`src/rtl/pipe_stage.sv`:
```
// Pipeline stage register with valid/ready handshake and a two-entry skid buffer.
// Latency: 1 cycle accept-to-Out_Valid; sustains 1 beat/cycle while Out_Ready=1.
// Backpressure: In_Ready is registered and drops only when both entries are held.
// Optional statistics counters are compiled in with `define PIPE_STAGE_STATS_EN.
module pipe_stage #(
  parameter int DATA_W = 32,
  parameter int CTRL_W = 9
) (
  input  logic              Clk,
  input  logic              Reset,
  input  logic              Flush,
  input  logic              In_Valid,
  output logic              In_Ready,
  input  logic [CTRL_W-1:0] In_Ctrl,
  input  logic [DATA_W-1:0] In_Data,
  output logic              Out_Valid,
  input  logic              Out_Ready,
  output logic [CTRL_W-1:0] Out_Ctrl,
  output logic [DATA_W-1:0] Out_Data,
  output logic [1:0]        Occupancy
`ifdef PIPE_STAGE_STATS_EN
  ,
  output logic [31:0]       Stall_Count,
  output logic [15:0]       Flush_Count
`endif
);

  // Encoding doubles as the occupancy count.
  typedef enum logic [1:0] {
    EMPTY = 2'd0,
    ONE   = 2'd1,
    FULL  = 2'd2
  } state_t;

  state_t              state_q, state_d;
  logic                in_ready_q, in_ready_d;
  logic [CTRL_W-1:0]   main_ctrl_q, main_ctrl_d;
  logic [DATA_W-1:0]   main_data_q, main_data_d;
  logic [CTRL_W-1:0]   skid_ctrl_q, skid_ctrl_d;
  logic [DATA_W-1:0]   skid_data_q, skid_data_d;

  logic accept;
  logic emit;

  assign Out_Valid = (state_q != EMPTY);
  assign In_Ready  = in_ready_q;
  assign Occupancy = state_q;
  // Control is forced to a bubble when nothing is held; data keeps its last value.
  assign Out_Ctrl  = Out_Valid ? main_ctrl_q : '0;
  assign Out_Data  = main_data_q;

  assign accept = In_Valid & in_ready_q;
  assign emit   = Out_Valid & Out_Ready;

  // Next-state and datapath steering; the main register always holds the oldest beat.
  always_comb begin
    state_d     = state_q;
    main_ctrl_d = main_ctrl_q;
    main_data_d = main_data_q;
    skid_ctrl_d = skid_ctrl_q;
    skid_data_d = skid_data_q;
    case (state_q)
      EMPTY: begin
        if (accept) begin
          state_d     = ONE;
          main_ctrl_d = In_Ctrl;
          main_data_d = In_Data;
        end
      end
      ONE: begin
        if (accept && emit) begin
          main_ctrl_d = In_Ctrl;
          main_data_d = In_Data;
        end else if (accept) begin
          state_d     = FULL;
          skid_ctrl_d = In_Ctrl;
          skid_data_d = In_Data;
        end else if (emit) begin
          state_d = EMPTY;
        end
      end
      FULL: begin
        if (emit) begin
          state_d     = ONE;
          main_ctrl_d = skid_ctrl_q;
          main_data_d = skid_data_q;
        end
      end
      default: state_d = EMPTY;
    endcase
    // Flush drops everything held plus any beat accepted this cycle; an emit
    // in the same cycle has already been taken downstream.
    if (Flush) begin
      state_d     = EMPTY;
      main_ctrl_d = main_ctrl_q;
      main_data_d = main_data_q;
      skid_ctrl_d = skid_ctrl_q;
      skid_data_d = skid_data_q;
    end
    in_ready_d = (state_d != FULL);
  end

  // State and payload registers with synchronous reset.
  always_ff @(posedge Clk) begin
    if (Reset) begin
      state_q     <= EMPTY;
      in_ready_q  <= 1'b0;
      main_ctrl_q <= '0;
      main_data_q <= '0;
      skid_ctrl_q <= '0;
      skid_data_q <= '0;
    end else begin
      state_q     <= state_d;
      in_ready_q  <= in_ready_d;
      main_ctrl_q <= main_ctrl_d;
      main_data_q <= main_data_d;
      skid_ctrl_q <= skid_ctrl_d;
      skid_data_q <= skid_data_d;
    end
  end

`ifdef PIPE_STAGE_STATS_EN
  logic [31:0] stall_cnt_q, stall_cnt_d;
  logic [15:0] flush_cnt_q, flush_cnt_d;

  assign Stall_Count = stall_cnt_q;
  assign Flush_Count = flush_cnt_q;

  // Saturating counters for downstream stalls and flushes that discard beats.
  always_comb begin
    stall_cnt_d = stall_cnt_q;
    flush_cnt_d = flush_cnt_q;
    if (Out_Valid && !Out_Ready && (stall_cnt_q != '1))
      stall_cnt_d = stall_cnt_q + 32'd1;
    if (Flush && (state_q != EMPTY) && (flush_cnt_q != '1))
      flush_cnt_d = flush_cnt_q + 16'd1;
  end

  // Counter registers cleared by reset.
  always_ff @(posedge Clk) begin
    if (Reset) begin
      stall_cnt_q <= '0;
      flush_cnt_q <= '0;
    end else begin
      stall_cnt_q <= stall_cnt_d;
      flush_cnt_q <= flush_cnt_d;
    end
  end
`else
  // Statistics counters not built.
`endif

endmodule

```
`config.mk`:
```
export PLATFORM = sky130hd
export DESIGN_NAME = pipe_stage
export DESIGN_NICKNAME = d
export VERILOG_FILES = /design/src/rtl/pipe_stage.sv
export SDC_FILE = /design/constraint.sdc
export NUM_CORES = 1
export LEC_CHECK = 0
export CAP_MARGIN = 20
export CORE_MARGIN = 2
export CORE_UTILIZATION = 50
export DETAILED_ROUTE_END_ITERATION = 6
export DONT_BUFFER_PORTS = 1
export GPL_TIMING_DRIVEN = 1
export HOLD_SLACK_MARGIN = 0.1
export SLEW_MARGIN = 25
export SYNTH_ARGS = -nofsm -noshare
export SYNTH_HDL_FRONTEND = slang
export SYNTH_SLANG_ARGS = --single-unit
```
`constraint.sdc`:
```
create_clock -name Clk -period 1.7 [get_ports Clk]
set_input_delay 0.34 -clock Clk [delete_from_list [all_inputs] [get_ports Clk]]
set_output_delay 0.34 -clock Clk [all_outputs]
set_load 0.05 [all_outputs]
```
==> results of run 1 <==
==> layout make-up <==
cell class	instances	area, µm²
clock buffers	12	155
repair buffers	20	178
well taps	80	100
fillers	609	2910
inverters	2	7.51
flip-flops and latches	85	1710
clock inverters	4	22.5
multi-input cells	272	1640
==> power breakdown <==
group | internal, µW | switching (µW)
Combinational | 89.1 | 98.9
Sequential | 2050 | 176
Clock | 604 | 683
Total | 2740 | 958
==> how the worst max path moves through the flow <==
stage	startpoint	end	slack, ns	depth (start not counted)
floorplan	Occupancy[0]	Out_Valid	-0.02	2
CTS	Occupancy[0]	Out_Ctrl[0]	0.05	4
global placement	Occupancy[1]	skid_data_q[27]	0.16	5
global route	Occupancy[0]	Out_Ctrl[6]	0.003	4
finish	Occupancy[0]	Out_Ctrl[0]	0.08	4
detailed placement	Occupancy[1]	skid_data_q[30]	0.12	5
==> cell usage in the layout, fill, tap and decap left out, types with 2 or more instances in the layout <==
cell / synthesis / routed
dfxtp_2: 0 / 3
nor2_1: 44 / 43
nand2_1: 84 / 84
buf_4: 0 / 17
a21oi_1: 42 / 42
a211oi_1: 41 / 41
inv_1: 2 / 2
mux2i_1: 41 / 41
buf_12: 0 / 2
nor2b_4: 0 / 4
clkinv_2: 0 / 3
nor2b_2: 0 / 5
clkbuf_8: 0 / 11
dfxtp_1: 85 / 82
==> cell families (layout without fill, tap and decap cells) <==
family,Yosys count,in the layout,synth area share [%]
buf+inv,33,38,4.23
simple gates,145,145,18.0
compound gates,85,85,15.9
mux,41,41,12.0
xor+xnor,1,1,0.255
flops,85,85,49.6
==> per-layer routing <==
| metal | vias up | GRT usage, % | routed length, µm |
|---|---|---|---|
| li1 | 1332 | - | - |
| met4 | 0 | 5.54 | 53 |
| met2 | 77 | 28.6 | 3180 |
| met5 | - | 0 | 0 |
| met3 | 7 | 7.24 | 599 |
| met1 | 1150 | 24.7 | 3160 |
==> sequential cells by signal (all words and copies together), names as in the netlist <==
register,cells
Out_Data,32
main_ctrl_q,9
skid_data_q,32
skid_ctrl_q,9
Occupancy,2
In_Ready,1
==> per-stage QoR <==
| stage | TNS (ns) | instances | utilization [%] | hold WS [ns] |
|---|---|---|---|---|
| floorplan | -0.0180 | 390 | - | 0.412 |
| global placement | 0 | 458 | 53.9 | 0.415 |
| detailed placement | 0 | 458 | 53.9 | 0.419 |
| CTS | 0 | 475 | 56.7 | 0.0413 |
| global route | 0 | 475 | 56.7 | 0.0351 |
| finish | 0 | 475 | 56.7 | 0.0563 |
==> timing repair <==
item | CTS | global route
endpoints found under the hold margin | 85 | 85
endpoints found under the setup margin | 0 | 0
resized for setup | 0 | 0
==> impl_metrics.csv, run 1 <==
group,metric,value,unit
setup_path,setup.worst_path.start_class,"flip-flop",
cts,cts-root-buf,"clkbuf_8",
global_route,grt_max_degree,86,
setup_path,cpPeakStageDelay,0.41,ns
routing,drt_first_pass_iters,4,
synth,synthTopCellsByCount,"85 x dfxtp_1, 84 x nand2_1, 44 x nor2_1",
timing,setup_viol,0,
setup_path,path_cells,"nor2_2, buf_12, nor2b_2, buf_4",
min_path,hold_end,"main_ctrl_q[1]",
global_route,grt_pass1_vias,2285,
timing,max_freq,616,MHz
synth,yosys.area.top_type,"dfxtp_1",
setup_path,endpoint_kind,"output port",
status,outcome,"completed",
setup_path,slowest_stage,"dfxtp_2",
synth,ys_types,21,
routing,drt-initial-drc-count,76,
routing,routed_wl,6990,µm
cts,htreeDepth,3,
timing,worst_pin_slew,0.534,ns
floorplanning,die_height,86.8,µm
min_path,hold_class,"in2reg",
synth,ys_seq_area_share,49.6,%
cells_and_area,diodes,0,
power_and_ir_drop,leakagePower,0.00155,µW
setup_path,r2r_start,"Occupancy[1]",
placed_design,detailed_place.area,0.00362,mm²
cts,clockBufferDepth,2,
global_route,overflow,0,
cells_and_area,area_growth,11.0,%
cts,cts_tree,"done",
timing,slew_viol_final,0,
synth,yosysWarnings,0,
setup_path,cp_num_buf_inv,2,
floorplanning,io_pins,91,
cts,cts_sinks,85,
placed_design,place.gp.congestion,0.710,
synth,synth_area_leaders,"dfxtp_1 50%, mux2i_1 12%, nand2_1 9.2%",
min_path,hold_start,"Reset",
setup_path,rrSetupSlack,0.12,ns
power_and_ir_drop,ir_drop,0.484,mV
cells_and_area,drive_above_1_share,12.9,%
synth,synthCells,390,
synth,syn_area,0.00343,mm²
timing,rsz0062_at_grt,"no",
cells_and_area,layout.nets,436,
floorplanning,start_util,51.0,%
timing,period_needed,1.62,ns
global_route,antenna_found_initial,0,
routing,antenna_left,0,
synth,yosys_most_used_dff,"dfxtp_1",
global_route,grt.total_usage,18.8,%
placed_design,dp_worst_setup_slack,0.118,ns
synth,synth_top_area_share,49.6,%
timing,hold_viol_final,0,
cts,holdBufCountCts,1,
timing,finalCritPeriodShare,95.5,%
cells_and_area,fin_area,0.00381,mm²
job,drv_cap,0,
timing,final.setup.worst_slack,0.0758,ns
routing,routed_via_density,5.40,
timing,skew,0.0123,ns
synth,async_reset_ff_share,0,%
setup_path,reg2reg_depth,5,
timing,relSlewSlack,64.4,%
cts,cts.clk_slew.worst_paths,0.08,ns
routing,vias,2566,
routing,wl_per_cell,14.7,µm
synth,synth_most_common_cell,"dfxtp_1",
cts,clkLatencyLatePin,0.34,ns
cts,postCtsSetupRepairBufs,0,
synth,synth.avg_cell_area,8.79,µm²
setup_path,cp.required,1.36,ns
setup_path,critPathArrivalTime,1.28,ns
floorplanning,fp.coreArea,0.00672,mm²
placed_design,io_buffers,0,
setup_path,cp_max_fo,10,
synth,synth_nets,436,
floorplanning,core.rowCount,30,
synth,synth_seq_cells,85,
routing,drc,0,
floorplanning,dieArea,0.00754,mm²
placed_design,place_hpwl,4440,µm
min_path,hold_depth,1,
power_and_ir_drop,power_density,971,mW/mm²
setup_path,crit_family,"flip-flops",
setup_path,r2r_end,"skid_data_q[30]",
power_and_ir_drop,power,3700,µW
setup_path,worstSetupPathType,"reg2out",
global_route,grt_pass1_wl,11100,µm
synth,synth_edf_count,0,
floorplanning,die_x,86.8,µm
cts,cts_buffers,9,
(Power assumes the default switching activity.)
==> run 2, diff against run 1 <==
--- a/config.mk
+++ b/config.mk
@@ -10,8 +10,9 @@
 export CORE_UTILIZATION = 50
 export DETAILED_ROUTE_END_ITERATION = 6
 export DONT_BUFFER_PORTS = 1
-export GPL_TIMING_DRIVEN = 1
+export GPL_TIMING_DRIVEN = 0
 export HOLD_SLACK_MARGIN = 0.1
+export RECOVER_POWER = 100
 export SLEW_MARGIN = 25
 export SYNTH_ARGS = -nofsm -noshare
 export SYNTH_HDL_FRONTEND = slang
==> impl_metrics.csv, run 2 (synthesized netlist as in run 1, its figures left out) <==
group,metric,value,unit
timing,hold_viol_final,0,
cts,clkLatencyLatePin,0.35,ns
floorplanning,core.rowCount,30,
timing,slew_viol_final,0,
routing,drc,0,
timing,skew,0.00816,ns
cts,cts.clk_slew.worst_paths,0.09,ns
power_and_ir_drop,switchingPower,1050,µW
power_and_ir_drop,power_density,916,mW/mm²
setup_path,critPathArrivalTime,1.98,ns
setup_path,cp.required,1.92,ns
timing,setup_viol,50,
placed_design,io_buffers,0,
status,outcome,"finished, violations left",
setup_path,setup.worst_path.start_class,"flip-flop",
cells_and_area,final_common_cell,"dfxtp_1",
routing,routed_via_density,5.50,
cells_and_area,layout.nets,478,
status,violations,"setup timing",
power_and_ir_drop,p_int,3150,µW
placed_design,place_hpwl,5320,µm
global_route,grt_pass1_wl,12700,µm
floorplanning,dieArea,0.00754,mm²
power_and_ir_drop,power,4190,µW
timing,relSlewSlack,54.8,%
cts,cts-root-buf,"clkbuf_8",
global_route,grt.total_usage,22.0,%
setup_path,worstSetupPathType,"reg2reg",
power_and_ir_drop,netSwitchingFraction,24.9,%
floorplanning,die_x,86.8,µm
floorplanning,fp.coreArea,0.00672,mm²
power_and_ir_drop,pwr-share-comb,7.1,%
setup_path,rrSetupSlack,-0.06,ns
cts,cts_buffers,9,
floorplanning,io_pins,91,
power_and_ir_drop,leakagePower,0.00181,µW
cells_and_area,drive_above_1_share,27.3,%
global_route,grt_max_degree,14,
routing,antenna_left,0,
cts,clockBufferDepth,2,
timing,period_needed,1.76,ns
job,drv_cap,0,
timing,worst_pin_slew,0.678,ns
setup_path,cp_max_fo,8,
timing,finalCritPeriodShare,103,%
routing,vias,2840,
cts,htreeDepth,3,
cells_and_area,most-common-layout-cells,"82 x dfxtp_1, 56 x nand2_1, 43 x nor2_1",
routing,drt_first_pass_iters,4,
routing,drt-initial-drc-count,64,
floorplanning,die_height,86.8,µm
cts,cts_sinks,85,
routing,routed_wl,8580,µm
timing,max_freq,568,MHz
placed_design,place.gp.congestion,0.769,
setup_path,endpoint_kind,"flip-flop",
timing,rsz0062_at_grt,"yes",
timing,final.setup.worst_slack,-0.0594,ns
global_route,grt_pass1_vias,2628,
global_route,antenna_found_initial,0,
placed_design,dp_worst_setup_slack,-0.195,ns
power_and_ir_drop,ir_drop,0.555,mV
power_and_ir_drop,seqPwrFrac,53.2,%
cells_and_area,area_growth,33.5,%
global_route,overflow,0,
routing,wl_per_cell,16.6,µm
floorplanning,start_util,51.0,%
cts,cts_tree,"done",
cells_and_area,diodes,0,
min_path,hold_class,"in2reg",
power_and_ir_drop,clockPowerShare,39.8,%
[run 2: cell types whose count changed in the layout (fill, tap and decap cells not counted), sizes merged]
| cell | delta |
|---|---|
| clkinv | -1 |
| bufinv | +3 |
| clkinvlp | -1 |
| dlygate4sd3 | +19 |
| clkbuf | +18 |
| buf | +3 |
[run 2: path summary, 6_finish.rpt]
| kind | endpoint | startpoint | cells after the start |
|---|---|---|---|
| setup reg to reg | skid_data_q[25] | Occupancy[1] | 5 |
| setup / recovery | skid_data_q[25] | Occupancy[1] | 5 |
| hold / removal | skid_data_q[5] | In_Data[5] | 2 |
| hold reg to reg | skid_data_q[8] | skid_data_q[8] | 2 |
[run 2: through the flow]
stage	TNS (ns)	hold WS, ns	std cells	area [µm²]	util [%]
floorplan	-0.0180	0.412	390	3480	-
global placement	-10.93	0.416	470	3580	53.3
detailed placement	-13.41	0.416	470	3580	53.3
CTS	-0.529	0.100	510	4160	61.9
global route	-4.20	0.104	516	4580	68.2
finish	-1.63	0.113	516	4580	68.2
[run 2: final cells by class]
type / count / area, µm²
plain buffers: 30 / 216
clock buffers: 10 / 128
clock inverters: 5 / 100
fillers: 555 / 2140
inverters: 2 / 7.51
multi-input cells: 272 / 1940
flip-flops and latches: 85 / 1710
well taps: 80 / 100
repair buffers: 32 / 378
[run 2: worst max-delay path, cell delays in order (launching register included)]
cell	delay (ns)
dfxtp_4	0.43
nand3b_4	0.22
or4b_4	0.64
clkbuf_16	0.22
nand2_1	0.06
a21oi_1	0.06
[run 2: routing by layer]
layer  GRT usage [%]  vias to the layer above  share of wire [%]
li1                -                     1421                  -
met1            27.0                     1340                 43
met2            35.3                       67                 50
met3            6.86                       12                5.8
met4            9.94                        0                1.8
met5               0                        -                  0
[run 2: power groups by stage]
stage | logic, µW | registers [µW] | clock network (µW)
after floorplan | 173 | 2270 | 0
after global placement | 209 | 2280 | 0
after detailed placement | 213 | 2280 | 0
after CTS | 272 | 2230 | 1710
after global routing | 326 | 2240 | 1780
final | 296 | 2230 | 1670
[run 2: repair_timing]
action                                 4_1_cts  5_1_grt
gates cloned                                 0        3
setup endpoints to repair                   93       78
resized for setup                           30       89
buffers inserted                             8        1
endpoints found under the hold margin       18        2
hold buffers                                18        2
pin swaps                                    3       45
==> run 3, diff against run 2 <==
--- a/config.mk
+++ b/config.mk
@@ -6,6 +6,7 @@
 export NUM_CORES = 1
 export LEC_CHECK = 0
 export CAP_MARGIN = 20
+export CORE_ASPECT_RATIO = 1.4
 export CORE_MARGIN = 2
 export CORE_UTILIZATION = 50
 export DETAILED_ROUTE_END_ITERATION = 6
==> impl_metrics.csv, run 3 (synthesized netlist as in run 1, its figures left out) <==
group,metric,value,unit
status,outcome,"finished, violations left",
status,violations,"setup timing",
routing,drt_first_pass_iters,4,
power_and_ir_drop,leakagePower,0.00184,µW
setup_path,setup.worst_path.start_class,"flip-flop",
floorplanning,dieArea,0.00755,mm²
cells_and_area,utilization,72.1,%
timing,hold_viol_final,0,
min_path,hold_start,"In_Data[15]",
floorplanning,die_x,74.0,µm
routing,drc,0,
cells_and_area,layout.nets,469,
cts,cts.clk_slew.worst_paths,0.09,ns
cells_and_area,diodes,0,
min_path,hold_depth,2,
power_and_ir_drop,power,3860,µW
placed_design,dp_worst_setup_slack,-0.216,ns
cells_and_area,filler_cell_count,490,
global_route,grt_pass1_vias,2584,
setup_path,r2r_start,"Occupancy[1]",
timing,period_needed,1.83,ns
placed_design,place_hpwl,5330,µm
placed_design,io_buffers,0,
cells_and_area,area_growth,39.0,%
placed_design,place.gp.congestion,0.765,
routing,routed_wl,9000,µm
setup_path,critPathArrivalTime,1.49,ns
floorplanning,io_pins,91,
global_route,overflow,0,
cells_and_area,drive_above_1_share,38.6,%
routing,drt-initial-drc-count,102,
setup_path,reg2reg_depth,6,
setup_path,cp_max_fo,10,
job,drv_cap,0,
cts,cts_sinks,85,
floorplanning,start_util,51.9,%
power_and_ir_drop,power_density,810,mW/mm²
cells_and_area,most-common-layout-cells,"82 x dfxtp_1, 52 x nand2_1, 41 x mux2i_1",
floorplanning,fp.coreArea,0.00661,mm²
cts,cts-root-buf,"clkbuf_8",
setup_path,r2r_end,"skid_data_q[8]",
cts,clkLatencyLatePin,0.35,ns
routing,antenna_left,0,
min_path,hold_class,"in2reg",
power_and_ir_drop,ir_drop,0.627,mV
cts,htreeDepth,3,
floorplanning,die_height,102,µm
min_path,hold_end,"skid_data_q[15]",
cells_and_area,fin_cells,520,
cts,cts_buffers,9,
timing,skew,0.0116,ns
setup_path,endpoint_kind,"output port",
global_route,grt_max_degree,15,
timing,worst_pin_slew,0.744,ns
timing,rsz0062_at_grt,"yes",
timing,relSlewSlack,50.4,%
global_route,antenna_found_initial,0,
placed_design,dp.cells,482,
setup_path,rrSetupSlack,-0.13,ns
routing,routed_via_density,5.48,
timing,max_freq,545,MHz
setup_path,cp.required,1.36,ns
timing,final.setup.worst_slack,-0.134,ns
routing,wl_per_cell,17.3,µm
cts,clockBufferDepth,2,
timing,slew_viol_final,0,
floorplanning,core.rowCount,35,
cts,cts_tree,"done",
global_route,grt.total_usage,21.7,%
setup_path,worstSetupPathType,"reg2out",
timing,setup_viol,63,
routing,vias,2848,
global_route,grt_pass1_wl,12400,µm
cells_and_area,final_common_cell,"dfxtp_1",
timing,finalCritPeriodShare,108,%
==> run 3: cell types whose count changed in the layout (fill, tap and decap cells not counted), sizes merged <==
| cell | before | now |
|---|---|---|
| buf | 22 | 33 |
| bufinv | 3 | 0 |
| clkinvlp | 0 | 3 |
| dlygate4sd3 | 20 | 1 |
==> run 3: worst max-delay path by stage <==
| stage | startpoint | end | depth (start not counted) |
|---|---|---|---|
| floorplan | Occupancy[0] | Out_Valid | 2 |
| global placement | In_Ready | Out_Data[3] | 4 |
| detailed placement | In_Ready | Out_Data[7] | 4 |
| CTS | Occupancy[1] | Out_Ctrl[1] | 4 |
| global route | Occupancy[1] | Out_Ctrl[1] | 4 |
| finish | Occupancy[1] | Out_Ctrl[1] | 4 |
==> run 3: worst max-delay path, stage by stage, from the launching register on <==
cell     delay, ns
dfxtp_4       0.49
nor2_4        0.07
buf_12        0.15
buf_4         0.14
nor2b_4       0.29
==> run 3: cell type report <==
| class | count | area, µm² | area share [%] |
|---|---|---|---|
| Multi-Input combinational cell | 272 | 2140 | 44.9 |
| Sequential cell | 85 | 1710 | 35.9 |
| Timing Repair Buffer | 23 | 344 | 7.22 |
| Buffer | 30 | 267 | 5.59 |
| Clock buffer | 11 | 141 | 2.97 |
| Tap cell | 92 | 115 | 2.42 |
| Clock inverter | 5 | 36.3 | 0.761 |
| Inverter | 2 | 7.51 | 0.158 |
==> run 3: metrics by stage <==
step	hold WS, ns	setup TNS, ns	instance area [µm²]
global placement	0.416	-11.65	3590
detailed placement	0.417	-14.13	3590
finish	0.113	-4.34	4770
floorplan	0.412	-0.0180	3480
global route	0.101	-8.97	4770
CTS	0.103	-0.579	3920
==> run 3: report_power, final <==
| group | leakage [µW] | internal (µW) | switching [µW] |
|---|---|---|---|
| registers | 0.000692 | 2040 | 193 |
| clock network | 0.0000815 | 571 | 731 |
| logic | 0.00106 | 148 | 173 |
==> run 3: per-layer routing <==
layer	track usage [%]	up-vias	wire [µm]
met4	8.81	0	138
met3	6.31	12	625
met2	36.4	76	4690
met5	0	-	0
li1	-	1396	-
met1	25.6	1364	3540
==> run 3: what timing repair did <==
| action | in CTS | in global routing |
|---|---|---|
| cloned | 0 | 6 |
| endpoints found under the setup margin | 93 | 89 |
| pin swaps | 2 | 84 |
| endpoints found under the hold margin | 1 | 0 |
| hold buffers | 1 | 0 |
| buffers inserted | 7 | 9 |
| gates resized for setup | 19 | 180 |
